===== src/rtl/lc3_control_fsm.sv =====
// LC-3 control sequencer: fetch/decode/execute state machine that drives the
// datapath load enables, bus gates, mux selects and active-low memory strobes.
// Every output is a decode of registered state only, so nothing combinational
// flows from an input to an output in the same cycle.
module lc3_control_fsm #(
  parameter int unsigned MEM_WAIT = 2
) (
  input  logic       clk,
  input  logic       reset_n,
  input  logic       Run,
  input  logic       Continue,
  input  logic [3:0] Opcode,
  input  logic       IR_5,
  input  logic       IR_11,
  input  logic       BEN,
  output logic       LD_MAR,
  output logic       LD_MDR,
  output logic       LD_IR,
  output logic       LD_BEN,
  output logic       LD_CC,
  output logic       LD_REG,
  output logic       LD_PC,
  output logic       LD_LED,
  output logic       GatePC,
  output logic       GateMDR,
  output logic       GateALU,
  output logic       GateMARMUX,
  output logic [1:0] PCMUX,
  output logic       DRMUX,
  output logic       SR1MUX,
  output logic       SR2MUX,
  output logic       ADDR1MUX,
  output logic [1:0] ADDR2MUX,
  output logic [1:0] ALUK,
  output logic       Mem_OE,
  output logic       Mem_WE
);

  typedef enum logic [4:0] {
    HALTED, S18, S33, S35, S32, S01, S05, S09, S00, S22, S12,
    S04, S21, S20, S06, S25, S27, S07, S23, S16, PAUSE1, PAUSE2
  } state_t;

  // Counter preload: a memory state exits when the counter reads 0, so
  // loading MEM_WAIT-1 gives exactly MEM_WAIT cycles of residency.
  localparam logic [3:0] WAIT_LOAD = 4'(MEM_WAIT - 1);

  state_t     state, nxt;
  logic [3:0] wait_cnt;
  logic       led_done;  // set after the first PAUSE1 cycle
  logic       ir5_q;     // IR[5] captured at decode, keeps SR2MUX input-free

  function automatic logic is_mem(input state_t s);
    return (s == S33) || (s == S25) || (s == S16);
  endfunction

  // State register, memory wait counter and small side flags.
  always_ff @(posedge clk) begin
    if (!reset_n) begin
      state    <= HALTED;
      wait_cnt <= 4'd0;
      led_done <= 1'b0;
      ir5_q    <= 1'b0;
    end else begin
      state    <= nxt;
      if (is_mem(nxt) && (nxt != state))
        wait_cnt <= WAIT_LOAD;
      else if (wait_cnt != 4'd0)
        wait_cnt <= wait_cnt - 4'd1;
      led_done <= (state == PAUSE1);
      if (state == S32)
        ir5_q <= IR_5;
    end
  end

  // Next-state selection.
  always_comb begin
    nxt = state;
    unique case (state)
      HALTED: if (Run) nxt = S18;
      S18:    nxt = S33;
      S33:    if (wait_cnt == 4'd0) nxt = S35;
      S35:    nxt = S32;
      S32: begin
        unique case (Opcode)
          4'b0001: nxt = S01;
          4'b0101: nxt = S05;
          4'b1001: nxt = S09;
          4'b0000: nxt = S00;
          4'b1100: nxt = S12;
          4'b0100: nxt = S04;
          4'b0110: nxt = S06;
          4'b0111: nxt = S07;
          4'b1101: nxt = PAUSE1;
          default: nxt = S18;
        endcase
      end
      S01, S05, S09: nxt = S18;
      S00:    nxt = BEN ? S22 : S18;
      S22:    nxt = S18;
      S12:    nxt = S18;
      S04:    nxt = IR_11 ? S21 : S20;
      S21:    nxt = S18;
      S20:    nxt = S18;
      S06:    nxt = S25;
      S25:    if (wait_cnt == 4'd0) nxt = S27;
      S27:    nxt = S18;
      S07:    nxt = S23;
      S23:    nxt = S16;
      S16:    if (wait_cnt == 4'd0) nxt = S18;
      PAUSE1: if (Continue) nxt = PAUSE2;
      PAUSE2: if (!Continue) nxt = S18;
      default: nxt = HALTED;
    endcase
  end

  // Datapath control decode from the current state.
  always_comb begin
    LD_MAR     = 1'b0;
    LD_MDR     = 1'b0;
    LD_IR      = 1'b0;
    LD_BEN     = 1'b0;
    LD_CC      = 1'b0;
    LD_REG     = 1'b0;
    LD_PC      = 1'b0;
    LD_LED     = 1'b0;
    GatePC     = 1'b0;
    GateMDR    = 1'b0;
    GateALU    = 1'b0;
    GateMARMUX = 1'b0;
    PCMUX      = 2'd0;
    DRMUX      = 1'b0;
    SR1MUX     = 1'b0;
    SR2MUX     = 1'b0;
    ADDR1MUX   = 1'b0;
    ADDR2MUX   = 2'd0;
    ALUK       = 2'd0;
    Mem_OE     = 1'b1;
    Mem_WE     = 1'b1;
    unique case (state)
      S18: begin  // MAR <- PC, PC <- PC+1
        GatePC = 1'b1;
        LD_MAR = 1'b1;
        LD_PC  = 1'b1;
      end
      S33, S25: begin  // memory read into MDR
        Mem_OE = 1'b0;
        LD_MDR = 1'b1;
      end
      S35: begin
        GateMDR = 1'b1;
        LD_IR   = 1'b1;
      end
      S32: LD_BEN = 1'b1;
      S01, S05, S09: begin
        GateALU = 1'b1;
        LD_REG  = 1'b1;
        LD_CC   = 1'b1;
        SR1MUX  = 1'b1;
        SR2MUX  = ir5_q;
        ALUK    = (state == S01) ? 2'd0 : (state == S05) ? 2'd1 : 2'd2;
      end
      S22: begin  // PC <- PC + off9
        ADDR2MUX = 2'd2;
        PCMUX    = 2'd2;
        LD_PC    = 1'b1;
      end
      S12, S20: begin  // PC <- BaseR + 0
        ADDR1MUX = 1'b1;
        PCMUX    = 2'd2;
        LD_PC    = 1'b1;
      end
      S04: begin  // R7 <- PC
        GatePC = 1'b1;
        DRMUX  = 1'b1;
        LD_REG = 1'b1;
      end
      S21: begin  // PC <- PC + off11
        ADDR2MUX = 2'd3;
        PCMUX    = 2'd2;
        LD_PC    = 1'b1;
      end
      S06, S07: begin  // MAR <- BaseR + off6
        GateMARMUX = 1'b1;
        ADDR1MUX   = 1'b1;
        ADDR2MUX   = 2'd1;
        LD_MAR     = 1'b1;
      end
      S27: begin
        GateMDR = 1'b1;
        LD_REG  = 1'b1;
        LD_CC   = 1'b1;
      end
      S23: begin  // MDR <- SR passed through the ALU
        ALUK    = 2'd3;
        GateALU = 1'b1;
        LD_MDR  = 1'b1;
      end
      S16:    Mem_WE = 1'b0;
      PAUSE1: LD_LED = !led_done;
      default: ;
    endcase
  end

endmodule


===== config.mk =====
export PLATFORM = sky130hd
export DESIGN_NAME = lc3_control_fsm
export DESIGN_NICKNAME = d
export VERILOG_FILES = /design/src/rtl/lc3_control_fsm.sv
export SDC_FILE = /design/constraint.sdc
export NUM_CORES = 1
export LEC_CHECK = 0
export CAP_MARGIN = 20
export CORE_MARGIN = 2
export CORE_UTILIZATION = 49
export CTS_CLUSTER_SIZE = 28
export DETAILED_ROUTE_END_ITERATION = 10
export PLACE_DENSITY = 0.81
export SETUP_SLACK_MARGIN = 0.02
export SLEW_MARGIN = 20
export SYNTH_ARGS = -nofsm -noshare
export SYNTH_HDL_FRONTEND = slang
export SYNTH_SLANG_ARGS = --single-unit

===== constraint.sdc =====
create_clock -name clk -period 3 [get_ports clk]
set_input_delay 0.6 -clock clk [delete_from_list [all_inputs] [get_ports clk]]
set_output_delay 0.6 -clock clk [all_outputs]
set_load 0.02 [all_outputs]

==> impl_results.html <==
<table>
<tr><th>Metric</th><th>Value</th></tr>
<tr><th colspan="2">Status</th></tr>
<tr><td>Status</td><td>finished clean</td></tr>
<tr><th colspan="2">Drt</th></tr>
<tr><td>Via-to-Cell Ratio</td><td>~6.0</td></tr>
<tr><td>DRC violation count after routing</td><td>0</td></tr>
<tr><td>Wire length the detailed router placed on met1</td><td>roughly 1600 µm</td></tr>
<tr><td>Routed met3 length</td><td>around 230 µm</td></tr>
<tr><td>Top layer reached by signal wires</td><td>met4</td></tr>
<tr><td>Overall via count from detail_route</td><td>1460</td></tr>
<tr><td>Wire per inst</td><td>~14 µm</td></tr>
<tr><td>DRT Wirelength</td><td>around 3500 µm</td></tr>
<tr><td>Initial drt markers</td><td>73</td></tr>
<tr><td>Number of iterations in the first detailed-routing pass</td><td>4</td></tr>
<tr><td>Met2 Routed Length</td><td>approximately 1600 µm</td></tr>
<tr><td>Residual antenna-violating net count after detailed routing</td><td>0</td></tr>
<tr><th colspan="2">Yosys</th></tr>
<tr><td>Warning count from the yosys run</td><td>0</td></tr>
<tr><td>Sequential cell area fraction in the yosys report</td><td>0.166</td></tr>
<tr><td>Number of enable flip-flop cells after synthesis</td><td>0</td></tr>
<tr><td>Mapped Avg Cell Area</td><td>between 7 and 8 µm²</td></tr>
<tr><td>Synth unique cells</td><td>61</td></tr>
<tr><td>Synthesized cell area</td><td>between 1000 and 1500 µm²</td></tr>
<tr><td>Post-synth net total</td><td>approximately 200</td></tr>
<tr><td>Number of flip-flops and latches in the synthesized netlist</td><td>11</td></tr>
<tr><td>Number of instances in the synthesized netlist</td><td>approximately 190</td></tr>
<tr><td>Async SR Flop Fraction</td><td>0</td></tr>
<tr><td>Top_reg_cell synth</td><td>dfxtp_1</td></tr>
<tr><th colspan="2">Global routing</th></tr>
<tr><td>Largest net degree at the start of global routing</td><td>22</td></tr>
<tr><td>Number of antenna violations at the first check in global routing</td><td>0</td></tr>
<tr><td>All-Layer GR Usage</td><td>0.227</td></tr>
<tr><td>Global route overflow</td><td>0</td></tr>
<tr><td>Vias in the first global route</td><td>about 1300</td></tr>
<tr><td>Wire length of the first global-routing pass</td><td>5980 µm</td></tr>
<tr><th colspan="2">Cells and area</th></tr>
<tr><td>Fillers</td><td>218</td></tr>
<tr><td>Area occupied by multi-input gates</td><td>just under 1000 µm²</td></tr>
<tr><td># nets final</td><td>around 230</td></tr>
<tr><td>Antenna cells</td><td>0</td></tr>
<tr><td>Finished Core Util</td><td>0.671</td></tr>
<tr><td>Finished Cell Area</td><td>approximately 1700 µm²</td></tr>
<tr><td>Fraction of layout cells with a size suffix above 1</td><td>0.0888</td></tr>
<tr><td>Area growth from synthesis to final layout</td><td>27.4%</td></tr>
<tr><td>Sequential Area</td><td>~220 µm²</td></tr>
<tr><th colspan="2">CTS</th></tr>
<tr><td>Worst-skew pair later-pin latency</td><td>0.29 ns</td></tr>
<tr><td>Root buffer cell</td><td>clkbuf_4</td></tr>
<tr><td>Cts bufs inserted</td><td>3</td></tr>
<tr><td>Hold-fix buffer count after cts</td><td>0</td></tr>
<tr><td>Clock slew seen by the registers of the worst setup and hold paths</td><td>0.06 ns</td></tr>
<tr><td>CTS Sinks</td><td>11</td></tr>
<tr><td>Clock Tree Buf Depth</td><td>2</td></tr>
<tr><td>CTS tree</td><td>done</td></tr>
<tr><td>H-Tree Level Count</td><td>1</td></tr>
<tr><th colspan="2">Worst setup path</th></tr>
<tr><td>Critical Path Sink Type</td><td>output pin</td></tr>
<tr><td>Arrival time at the worst endpoint</td><td>between 2 and 2.5 ns</td></tr>
<tr><td>Slowest-stage cell, CP</td><td>clkdlybuf4s50_1</td></tr>
<tr><td>Startpoint type of the worst setup path</td><td>register</td></tr>
<tr><td>Peak per-stage delay on the critical path</td><td>about 0.65 ns</td></tr>
<tr><td>Largest fanout on the critical path</td><td>16</td></tr>
<tr><td>Worst Path Required</td><td>2.40 ns</td></tr>
<tr><td>CP cell instances</td><td>nor2b_1 -&gt; o21ai_0 -&gt; a211oi_1 -&gt; clkdlybuf4s50_1</td></tr>
<tr><td>Path type of the worst setup path</td><td>reg -&gt; out</td></tr>
<tr><th colspan="2">STA</th></tr>
<tr><td>Slack of the critical path</td><td>0.153 ns</td></tr>
<tr><td>Total count of hold-check failures in the final report</td><td>0</td></tr>
<tr><td>Maximum clock rate</td><td>approximately 350 MHz</td></tr>
<tr><td>Slew headroom</td><td>0.638</td></tr>
<tr><td>Worst-margin pin slew</td><td>0.542 ns</td></tr>
<tr><td>Setup Skew</td><td>0.0116 ns</td></tr>
<tr><td>Final period utilization</td><td>0.949</td></tr>
<tr><td>Max-slew violation count</td><td>0</td></tr>
<tr><td>Count of endpoints failing setup in the final report</td><td>0</td></tr>
<tr><td>Setup TNS after final layout</td><td>0 ns</td></tr>
<tr><td>RSZ-0062 raised after global routing</td><td>no</td></tr>
<tr><td>Minimum clock period</td><td>~2.8 ns</td></tr>
<tr><th colspan="2">Place</th></tr>
<tr><td>Port Buffers</td><td>33</td></tr>
<tr><td>Worst-case setup slack after placement</td><td>approximately 0.11 ns</td></tr>
<tr><td>Placed cell area</td><td>between 1500 and 2000 µm²</td></tr>
<tr><td>Hpwl dp</td><td>approximately 2700 µm</td></tr>
<tr><td>Routability congestion estimate</td><td>approximately 0.89</td></tr>
<tr><th colspan="2">Die</th></tr>
<tr><td>I/O pins</td><td>35</td></tr>
<tr><td>Initial Util</td><td>0.527</td></tr>
<tr><td>Die outline width</td><td>56.1 µm</td></tr>
<tr><td>Row Count</td><td>18</td></tr>
<tr><td>Area of the die</td><td>3140 µm²</td></tr>
<tr><td>Die height</td><td>56.1 µm</td></tr>
<tr><td>Area of the core region</td><td>approximately 2500 µm²</td></tr>
<tr><th colspan="2">Flow run</th></tr>
<tr><td>Maximum capacitance violations</td><td>0</td></tr>
<tr><th colspan="2">Power</th></tr>
<tr><td>Worst voltage drop across the vdd grid</td><td>around 0.44 mV</td></tr>
<tr><td>Static leakage</td><td>slightly below 0.0007 µW</td></tr>
<tr><td>Total power per unit cell area</td><td>~390 nW/µm²</td></tr>
<tr><th colspan="2">Hold path</th></tr>
<tr><td>Class of the tightest hold or removal check</td><td>reg -&gt; reg</td></tr>
</table>
-- critical path: cells and delay by family (launching register included) --
kind                   cells  cell delay [ns]
buffers and inverters      1             0.65
DFF                        1             0.48
AOI/OAI and AO/OA          2             0.38
and+or+nand+nor            1             0.46
-- cell families (layout without fill, tap and decap cells) --
kind of cell,Yosys count,count (layout),synth area share
other cells,1,1,0.00282
flops,11,11,0.166
fa+ha+maj,6,6,0.0565
xor+xnor,3,3,0.0198
mux,3,3,0.0235
compound gates,47,47,0.255
simple gates,89,89,0.387
buf+inv,25,54,0.0895
-- path summary, 6_finish.rpt --
kind             from          end  slack (ns)  cells after the start
max reg2reg  state[2]  wait_cnt[3]        0.46                      7
max          state[2]       GatePC        0.15                      4
min             ir5_q        ir5_q        0.50                      2
min reg2reg     ir5_q        ir5_q        0.50                      2
-- timing repair --
item	in CTS	in global routing
resized for setup	0	2
buffers inserted	0	0
endpoints found under the hold margin	0	0
setup endpoints to repair	0	2
-- sequential cells by signal, summed over array words and instances (netlist names) --
register / count
led_done: 1
state: 5
ir5_q: 1
wait_cnt: 4
-- metal layers --
| layer | vias up | GRT usage |
|---|---|---|
| met4 | 0 | 0.0646 |
| li1 | 720 | - |
| met2 | 65 | 0.380 |
| met5 | - | 0 |
| met3 | 3 | 0.0186 |
| met1 | 672 | 0.310 |
-- stage by stage --
stage | hold slack, ns | std cells | power, µW
after floorplan | 0.439 | 185 | 469
after global placement | 0.478 | 240 | 548
after detailed placement | 0.501 | 240 | 555
after CTS | 0.510 | 244 | 666
after global routing | 0.566 | 244 | 725
final | 0.497 | 244 | 668
-- cells in the final DEF (no fill, tap or decap), types with 2 or more instances in the layout --
master	n
buf_4	6
a211oi_1	2
nand4_1	2
a21oi_1	10
o22ai_1	2
clkbuf_4	3
xnor2_1	2
o21ai_0	10
and3b_1	2
a31oi_1	2
nor3_1	6
nor2_1	18
a21boi_0	2
inv_1	11
nand2b_1	7
dfxtp_1	9
nor4bb_1	2
or2_2	2
nor2b_1	4
nand2_1	17
mux2i_1	2
and2_1	7
dfxtp_2	2
nor4_1	3
clkdlybuf4s50_1	33
nand3_1	4
nor3b_1	2
o2111a_1	2
and3_1	2
or3_1	2
ha_1	6
-- where the power goes --
| part | switching (µW) | internal, µW |
|---|---|---|
| sequential | 29.4 | 171 |
| combinational | 187 | 174 |
| clock | 56.0 | 51.7 |
| total | 272 | 396 |
-- cells in the mapped netlist (3+ instances only) --
cell type,number,area share
ha_1,6,0.056
nand2_1,17,0.048
nor3_1,6,0.023
nor2_1,18,0.051
and2_1,7,0.033
nand2b_1,7,0.033
inv_1,11,0.031
nand3_1,4,0.015
a21oi_1,10,0.038
nor2b_1,4,0.019
buf_4,3,0.017
dfxtp_1,11,0.17
buf_2,5,0.019
clkbuf_1,3,0.0085
o21ai_0,10,0.038
nor4_1,3,0.014
-- cell type report --
type	count	share of cell area
multi-input cells	149	0.585
inverters	11	0.0244
repair buffers	39	0.222
well taps	30	0.0222
flip-flops and latches	11	0.132
clock buffers	4	0.0155
Note: power is estimated with default switching activity, not from simulation.
